--- src/rtl/memarb_pkg.sv ---
// Shared types and default widths for the memarb memory arbiter.
// The state and opcode encodings are used by memarb and by anything that decodes its captured request.
package memarb_pkg;

  localparam int ADDR_W = 17;
  localparam int DATA_W = 8;

  typedef enum logic [1:0] {
    ST_IDLE,
    ST_ISSUE,
    ST_RESP
  } memarb_state_t;

  typedef enum logic {
    OP_READ,
    OP_WRITE
  } memarb_op_t;

endpackage

--- src/rtl/memarb_rr_arbiter.sv ---
// Combinational rotating-priority arbiter: the search for a winner starts one position past ptr.
// The pointer register itself is owned by the caller.
module rr_arbiter #(
  parameter int NREQ  = 2,
  parameter int IDX_W = (NREQ > 1) ? $clog2(NREQ) : 1
) (
  input  logic [NREQ-1:0]  req,
  input  logic [IDX_W-1:0] ptr,
  output logic [NREQ-1:0]  gnt,
  output logic [IDX_W-1:0] gnt_idx,
  output logic             gnt_any
);

  logic [IDX_W-1:0] cand;

  always_comb begin
    gnt     = '0;
    gnt_idx = '0;
    gnt_any = 1'b0;
    cand    = '0;
    for (int k = 1; k <= NREQ; k++) begin
      cand = IDX_W'((int'(ptr) + k) % NREQ);
      if (!gnt_any && req[cand]) begin
        gnt_any   = 1'b1;
        gnt_idx   = cand;
        gnt[cand] = 1'b1;
      end
    end
  end

endmodule

--- src/rtl/memarb.sv ---
// memarb: round-robin sequencer sharing one single-port RAM (memctl) between NREQ requesters.
// Optional build macro MEMARB_RANGECHK_EN: addresses >= MEM_BYTES are answered with rsp_err and never reach memctl.
module memarb #(
  parameter int NREQ      = 2,
  parameter int ADDR_W    = memarb_pkg::ADDR_W,
  parameter int DATA_W    = memarb_pkg::DATA_W,
  parameter int MEM_BYTES = 65536
) (
  input  logic                     clk,
  input  logic                     rst_n,
  input  logic [NREQ-1:0]          req_valid,
  input  logic [NREQ-1:0]          req_write,
  input  logic [NREQ*ADDR_W-1:0]   req_addr,
  input  logic [NREQ*DATA_W-1:0]   req_wdata,
  output logic [NREQ-1:0]          req_ready,
  output logic [NREQ-1:0]          rsp_valid,
  output logic [DATA_W-1:0]        rsp_rdata,
  output logic                     rsp_err,
  output logic [ADDR_W-1:0]        mem_addr,
  output logic [DATA_W-1:0]        mem_wdata,
  output logic                     mem_write_en,
  output logic                     mem_read_en,
  input  logic [DATA_W-1:0]        mem_rdata
);
  import memarb_pkg::*;

  localparam int IDX_W = (NREQ > 1) ? $clog2(NREQ) : 1;

  if (NREQ < 2 || NREQ > 8 || MEM_BYTES < 1) begin : g_param_check
    $error("memarb: NREQ must be 2..8 and MEM_BYTES positive");
  end

  memarb_state_t    state_q, state_d;
  memarb_op_t       op_q, op_d;
  logic [IDX_W-1:0] rr_ptr_q, rr_ptr_d;
  logic [IDX_W-1:0] owner_q, owner_d;
  logic [ADDR_W-1:0] addr_q, addr_d;
  logic [DATA_W-1:0] wdata_q, wdata_d;

  logic [NREQ-1:0]   gnt;
  logic [IDX_W-1:0]  gnt_idx;
  logic              gnt_any;
  logic [ADDR_W-1:0] win_addr;
  logic [DATA_W-1:0] win_wdata;
  logic              accept;
  logic              range_err;
  logic              issue_go;

  rr_arbiter #(
    .NREQ  (NREQ),
    .IDX_W (IDX_W)
  ) u_rr_arbiter (
    .req     (req_valid),
    .ptr     (rr_ptr_q),
    .gnt     (gnt),
    .gnt_idx (gnt_idx),
    .gnt_any (gnt_any)
  );

  assign win_addr  = req_addr[int'(gnt_idx)*ADDR_W +: ADDR_W];
  assign win_wdata = req_wdata[int'(gnt_idx)*DATA_W +: DATA_W];
  assign accept    = (state_q == ST_IDLE) && gnt_any;

  always_comb begin
    state_d  = state_q;
    rr_ptr_d = rr_ptr_q;
    owner_d  = owner_q;
    addr_d   = addr_q;
    wdata_d  = wdata_q;
    op_d     = op_q;
    case (state_q)
      ST_IDLE: begin
        if (gnt_any) begin
          rr_ptr_d = gnt_idx;
          owner_d  = gnt_idx;
          addr_d   = win_addr;
          wdata_d  = win_wdata;
          op_d     = req_write[gnt_idx] ? OP_WRITE : OP_READ;
          state_d  = ST_ISSUE;
        end
      end
      ST_ISSUE: state_d = ST_RESP;
      ST_RESP:  state_d = ST_IDLE;
      default:  state_d = ST_IDLE;
    endcase
  end

  always_ff @(posedge clk or negedge rst_n) begin
    if (!rst_n) begin
      state_q  <= ST_IDLE;
      rr_ptr_q <= IDX_W'(NREQ - 1);
      owner_q  <= '0;
      addr_q   <= '0;
      wdata_q  <= '0;
      op_q     <= OP_READ;
    end else begin
      state_q  <= state_d;
      rr_ptr_q <= rr_ptr_d;
      owner_q  <= owner_d;
      addr_q   <= addr_d;
      wdata_q  <= wdata_d;
      op_q     <= op_d;
    end
  end

`ifdef MEMARB_RANGECHK_EN
  // The out-of-range verdict is taken at accept time so ISSUE can suppress the strobe.
  localparam logic [ADDR_W:0] ADDR_LIMIT = (ADDR_W+1)'(MEM_BYTES);
  logic err_q, err_d;

  always_comb begin
    err_d = err_q;
    if (accept) err_d = ({1'b0, win_addr} >= ADDR_LIMIT);
  end

  always_ff @(posedge clk or negedge rst_n) begin
    if (!rst_n) err_q <= 1'b0;
    else        err_q <= err_d;
  end

  assign range_err = err_q;
`else
  assign range_err = 1'b0;
`endif

  assign issue_go = (state_q == ST_ISSUE) && !range_err;

  always_comb begin
    req_ready    = accept ? gnt : '0;
    mem_write_en = issue_go && (op_q == OP_WRITE);
    mem_read_en  = issue_go && (op_q == OP_READ);
    mem_addr     = (state_q == ST_ISSUE) ? addr_q : '0;
    mem_wdata    = (state_q == ST_ISSUE) ? wdata_q : '0;
    rsp_valid    = '0;
    for (int i = 0; i < NREQ; i++) begin
      rsp_valid[i] = (state_q == ST_RESP) && (owner_q == IDX_W'(i));
    end
    // memctl registers its output on the edge closing ISSUE, so mem_rdata is valid throughout RESP.
    rsp_rdata = ((state_q == ST_RESP) && (op_q == OP_READ) && !range_err) ? mem_rdata : '0;
    rsp_err   = (state_q == ST_RESP) && range_err;
  end

endmodule

--- config.mk ---
export PLATFORM = sky130hd
export DESIGN_NAME = memarb
export DESIGN_NICKNAME = d
export VERILOG_FILES = /design/src/rtl/memarb_pkg.sv /design/src/rtl/memarb_rr_arbiter.sv /design/src/rtl/memarb.sv
export SDC_FILE = /design/constraint.sdc
export NUM_CORES = 1
export LEC_CHECK = 0
export ABC_CLOCK_PERIOD_IN_PS = 1600
export BUFFER_PORTS_ARGS = -buffer_cell sky130_fd_sc_hd__buf_2
export CORE_MARGIN = 2
export CORE_UTILIZATION = 40
export CTS_CLUSTER_DIAMETER = 150
export DETAILED_ROUTE_END_ITERATION = 8
export GPL_ROUTABILITY_DRIVEN = 0
export PLACE_DENSITY = 0.75
export SYNTH_ARGS = -nofsm -noshare
export SYNTH_HDL_FRONTEND = slang
export SYNTH_SLANG_ARGS = --single-unit
--- constraint.sdc ---
create_clock -name clk -period 1.6 [get_ports clk]
set_input_delay 0.08 -clock clk [delete_from_list [all_inputs] [get_ports clk]]
set_output_delay 0.08 -clock clk [all_outputs]
set_load 0.01 [all_outputs]
### Word level (Yosys, flattened, before mapping)

Index checks and enable logic that the tools add are counted.

| word-level totals | value |
|---|---|
| memory bits (read-only) | 0 |
| memories | 0 |
| input bits | 64 |
| output and inout port bits | 40 |
| RAM bits | 0 |
| latch bits | 0 |
| register bits | 30 |
| word-level logic and storage cells | 57 |

| operators by class | value |
|---|---|
| bitwise gates (word level) | 3 |
| add/sub/neg operators | 2 |
| multiply operators | 1 |
| equal/unequal tests | 3 |
| reductions and logical operators | 12 |
| muxes and demuxes | 23 |
| shifts and indexed selects | 2 |
| $lt $le $gt $ge | 5 |
| div/mod/pow operators | 0 |

Operators with widths:

| operator | count |
|---|---|
| $shiftx A34 B7 Y17 | 1 |
| $mux W17 | 1 |
| $mux W8 | 2 |
| $shiftx A16 B5 Y8 | 1 |
| $mux W1 | 13 |
| $logic_and A1 B1 Y1 | 9 |
| $mux W2 | 4 |
| $lt A1 B2 Y1 const B | 3 |
| $mul A1 B5 Y6 const B | 1 |
| $pmux W2 S2 | 1 |
| $add A1 B1 Y1 const B | 2 |
| $demux W1 S1 | 2 |
| $eq A2 B1 Y1 const B | 1 |
| $eq A2 B2 Y1 const B | 1 |
| $ge A1 B1 Y1 const B | 2 |
| $logic_not A2 Y1 | 1 |
| $ne A2 B2 Y1 const B | 1 |
| $not A1 Y1 | 2 |
| $or A2 B2 Y2 | 1 |
| $reduce_and A2 Y1 | 1 |
| $logic_not A1 Y1 | 1 |

### Longest topological paths before layout

| depth | value |
|---|---|
| depth in word-level cells | 10 |
| mapped depth | 5 |
| mapped depth without buffers | 3 |

### Modules after synthesis

Synthesis repeated with hierarchy kept, for this count alone.

| second synthesis, totals | value |
|---|---|
| cell total of the unflattened synthesis | 142 |
| area, all modules | 1914.3 sq um |

Modules (own cells, without submodules):

| module | instances | seq. area each (sq um) | cells each | area an instance (sq um) |
|---|---|---|---|---|
| memarb | 1 | 752.0 | 137 | 1881.8 |
| rr_arbiter | 1 | 0.0 | 5 | 32.5 |

### Worst setup path after synthesis

Ideal clock, no wire load.

| timing path | value |
|---|---|
| path type | register to register |
| start | register rr_ptr_q |
| end | register addr_q[2] |
| setup slack | 0.044 ns |
| arrival | 1.431 ns |
| stages on the path, launching flop included | 6 |
| setup time | 0.125 ns |
| data required time | 1.475 ns |
| cells stage by stage | dfstp_2 -> a21bo_1 -> buf_6 -> buf_12 -> mux2_4 -> mux2_4 |

| on the way | value |
|---|---|
| cells in the longest elaborated chain, start to end | 9 |
| elaborated cells on any way between the ends | 15 |

RTL lines:

| element | line | RTL |
|---|---|---|
| from (decl) | memarb.sv:35 | `logic [IDX_W-1:0] rr_ptr_q, rr_ptr_d;` |
| from (signal assigned) | memarb.sv:91 | `rr_ptr_q <= IDX_W'(NREQ - 1);` |
| from (signal assigned) | memarb.sv:98 | `rr_ptr_q <= rr_ptr_d;` |
| $add A1 B1 Y1 | memarb_rr_arbiter.sv:22 | `cand = IDX_W'((int'(ptr) + k) % NREQ);` |
| $mux W1 (not written as such) (2 in a row) | memarb_rr_arbiter.sv:23 | `if (!gnt_any && req[cand]) begin` |
| $mux W1 | memarb_rr_arbiter.sv:23 |  |
| $logic_not A1 Y1 | memarb_rr_arbiter.sv:23 |  |
| $logic_and A1 B1 Y1 | memarb_rr_arbiter.sv:23 |  |
| $mux W1 | memarb_rr_arbiter.sv:23 |  |
| $mul A1 B5 Y6 | memarb.sv:60 | `assign win_addr = req_addr[int'(gnt_idx)*ADDR_W +: ADDR_W];` |
| $shiftx A34 B7 Y17 | memarb.sv:60 |  |
| to (signal assigned) | memarb.sv:100 | `addr_q <= addr_d;` |
| to (decl) | memarb.sv:37 | `logic [ADDR_W-1:0] addr_q, addr_d;` |

Several ways; a longest one is shown, not always the timed one. The select of a mux whose other input is x is not followed.
A chain may end at the register's enable or synchronous reset.

### Final worst setup path

| timing path | value |
|---|---|
| start | register rr_ptr_q |
| end | register addr_q[1] |

Same word-level chain as after synthesis.

==> summary.md <==
The total congestion overflow after global routing was 0; the post-detailed-placement half-perimeter wirelength was 3270 um. The clock reaches the later pin of the worst-skew pair after 280 ps. The leading cell type in the layout, fill and taps excluded was buf_2. The critical path is of the flip-flop to flip-flop type. Summing the areas of all compound-gate instances in the mapped netlist gives 1.60% of the synthesized area.

Number of nets at the end of the flow: 314. The number of antenna violations at the first check in global routing came out at 0. Entering global routing, the biggest net connects 31 pins. The level count of the clock H-tree was 2; the number of storage elements in the synthesis netlist was 30.

After detailed routing, the average wire length per cell comes to 14.0 um. The worst pin sits at a relative slew slack of 54.4%. The repair_antennas step left the layout with diodes totalling 0.

In the layout the commonest cells are 102 x buf_2, 38 x mux2_4, 34 x and2_1. By area the synthesized netlist is led by dfrtp_1 39%, mux2_4 30%, and2_1 11%. The class of the worst hold path is input port to flip-flop.

The number of buffers added for setup after CTS is 0. The tools report the worst voltage drop across the vdd grid as 0.657 mV. STA puts the critical path data arrival time at 1720 ps. At the pin with the least slew margin, the transition time is 683 ps. The tools report the number of failing setup endpoints in the final timing report as 0.

The peak fanout along the critical path was 19; the share of the synthesized netlist area taken by xor and xnor gates was 0%. Buffers inserted during clock tree synthesis total 5. Endpoint type of the worst setup path: a flip-flop.

Post-detailed-routing wire length: 4240 um. The time the final worst path needs with I/O delays and setup is 1560 ps, and the total of warnings raised by yosys is 0. The area growth from synthesis to layout is 36.8%. Synthesis instantiated 21 different standard cells from the library.

Clock-pin slew reported for the worst setup and hold paths after clock tree synthesis: 60 ps. The post-detailed-route via-to-cell ratio was 4.82; the sink count of the clock tree was 30. For the number of nets produced by synthesis, the log shows 208.

The proportion of synthesized chip area in sequential cells came out at 40.1%. The initialized floorplan defines 24 standard-cell rows. In this run the clock root is driven by a clkbuf_8.

The mux contribution to synthesized area came out at 38.9%. The wire length of the first global-routing pass was 6640 um; the max-capacitance violation count was 0. The cell taking the most area after synthesis was dfrtp_1.

Power comes to 4.16 mW. The tools report the static leakage as 1.40 nW. Derived from the worst setup path, the maximum achievable clock frequency is 643 MHz. Setup repair after global routing left no endpoint under its margin.

The die is 72.5 um wide. The longest clock path from root to sink contains 2 buffers. After Yosys synthesis, and, or, nand and nor cells account for 14.2% of the synthesized area.

The flow ran to the end, and the final reports show no timing, DRC or antenna violations. Total die area: 5250 sq um. After synthesis, the largest family of logic cells by area is multiplexers.

Number of buffers inserted by port buffering: 102. Number of fillers in the final layout: 393. The count of TritonRoute iterations in the first routing pass was 4; the aggregate global-route resource usage was 16.5%. The final critical path takes up 97.2% of the cycle.

The vertical extent of the die is 72.5 um, and the effective utilization at floorplan is 42.2%. The run gives 0 as the count of endpoints failing hold in the final timing report. For this design the ratio of total power to cell area is 1620 nW/um^2. After synthesis, the mean cell area works out to 13.0 sq um. The setup TNS was 0 ps. The cell area after synthesis was 1870 sq um.

The number of global-route vias before repair is 1508, and the count of vias placed by the detailed router is 1459. The post-synthesis adder-cell area fraction is 0%. In the routed design, unresolved DRC markers number 0. The tools report the register-to-register setup slack as 40 ps.

The number of cells produced by synthesis came out at 144. The floorplan step defined a core boundary enclosing 4440 sq um. Fraction of post-synthesis cell area in the top cell type by area: 38.7%. In this run the count of I/O pins placed on the die edge is 104.

The number of max-slew violations in the final report is 0. The share of layout cells above drive strength 1 works out to 68.9%. Startpoint kind of the worst setup timing path: a flip-flop. At the worst endpoint, the required time is 1760 ps.

For the final database, setup skew stands at 3.69 ps. Once detail routing completed, the nets flagged for antenna violations numbered 0. TritonCTS built the clock tree.

The tools report the starting DRC count in detailed routing as 16.
-- kinds of logic (layout without fill, tap and decap cells) --
kind of cell	after synthesis	in the layout
AOI/OAI and AO/OA	4	4
buffers and inverters	12	119
DFF	30	30
muxes	52	52
other	1	1
and+or+nand+nor	45	45
-- state kept, by name, summed over array words and instances (netlist names) --
| name | count |
|---|---|
| addr_q | 17 |
| wdata_q | 8 |
| state_q | 2 |
| op_q | 1 |
| owner_q | 1 |
| rr_ptr_q | 1 |
-- worst max-delay path, stage by stage, from the launching register on --
cell	delay, ps
dfstp_2	540
a21bo_4	140
buf_12	180
mux2_4	310
mux2_4	250
-- layer usage --
layer / vias up / track usage (%) / part of all wire [%]
met5: - / 0 / 0
met3: 5 / 3.89 / 6.3
met4: 0 / 5.56 / 1.1
li1: 695 / - / -
met1: 698 / 17.4 / 38
met2: 61 / 31.9 / 54
-- stage by stage --
step	utilization (%)	cell area [sq um]	setup WS (ps)	cells	hold WS [ps]
after floorplan	-	1870	44.4	144	-216
after global placement	54.8	2440	44.0	294	149
after detailed placement	54.8	2440	2.94	294	171
after CTS	57.5	2560	38.7	303	145
after global routing	57.7	2560	6.89	303	142
final	57.7	2560	44.2	303	153
-- cell usage after synthesis (all sizes together) --
| library cell | number |
|---|---|
| a21bo | 1 |
| a21oi | 1 |
| and2 | 34 |
| buf | 7 |
| clkbuf | 3 |
| conb | 1 |
| dfrtp | 29 |
| dfstp | 1 |
| inv | 2 |
| mux2 | 52 |
| nand2 | 1 |
| nand2b | 1 |
| nor2 | 5 |
| nor2b | 2 |
| nor3 | 1 |
| nor4 | 1 |
| o21bai | 2 |
-- cell type report --
cell class                      instances  area, sq um  share of cell area [%]
Clock buffer                            7         86.3                    3.37
Sequential cell                        30          752                    29.3
Multi-Input combinational cell        102         1050                    41.1
Tap cell                               52         65.1                    2.54
Inverter                                2         7.51                   0.293
Clock inverter                          1         5.00                   0.195
Timing Repair Buffer                  109          594                    23.2
-- report_power, final --
group | internal [mW] | total, mW | switching [mW]
clock network | 0.346 | 0.625 | 0.278
registers | 1.16 | 1.39 | 0.232
logic | 1.28 | 2.15 | 0.874
-- repair_timing --
action,in CTS,in global routing
hold buffers,1,0
endpoints found under the hold margin,29,0
gates resized for setup,4,2
endpoints found under the setup margin,4,5
cloned,0,0
-- path summary, 6_finish.rpt --
| kind | startpoint | end | cells after the start |
|---|---|---|---|
| min in group asynchronous | rst_n | addr_q[12]$_DFFE_PN0P_ | 2 |
| hold / removal | req_addr[19] | addr_q[2]$_DFFE_PN0P_ | 3 |
| setup / recovery | rr_ptr_q$_DFFE_PN1P_ | addr_q[1]$_DFFE_PN0P_ | 4 |
| hold reg to reg | addr_q[0]$_DFFE_PN0P_ | addr_q[0]$_DFFE_PN0P_ | 1 |
| max in group asynchronous | rst_n | wdata_q[1]$_DFFE_PN0P_ | 2 |
| setup reg to reg | rr_ptr_q$_DFFE_PN1P_ | addr_q[1]$_DFFE_PN0P_ | 4 |
Power figures use the tool's default switching activity.
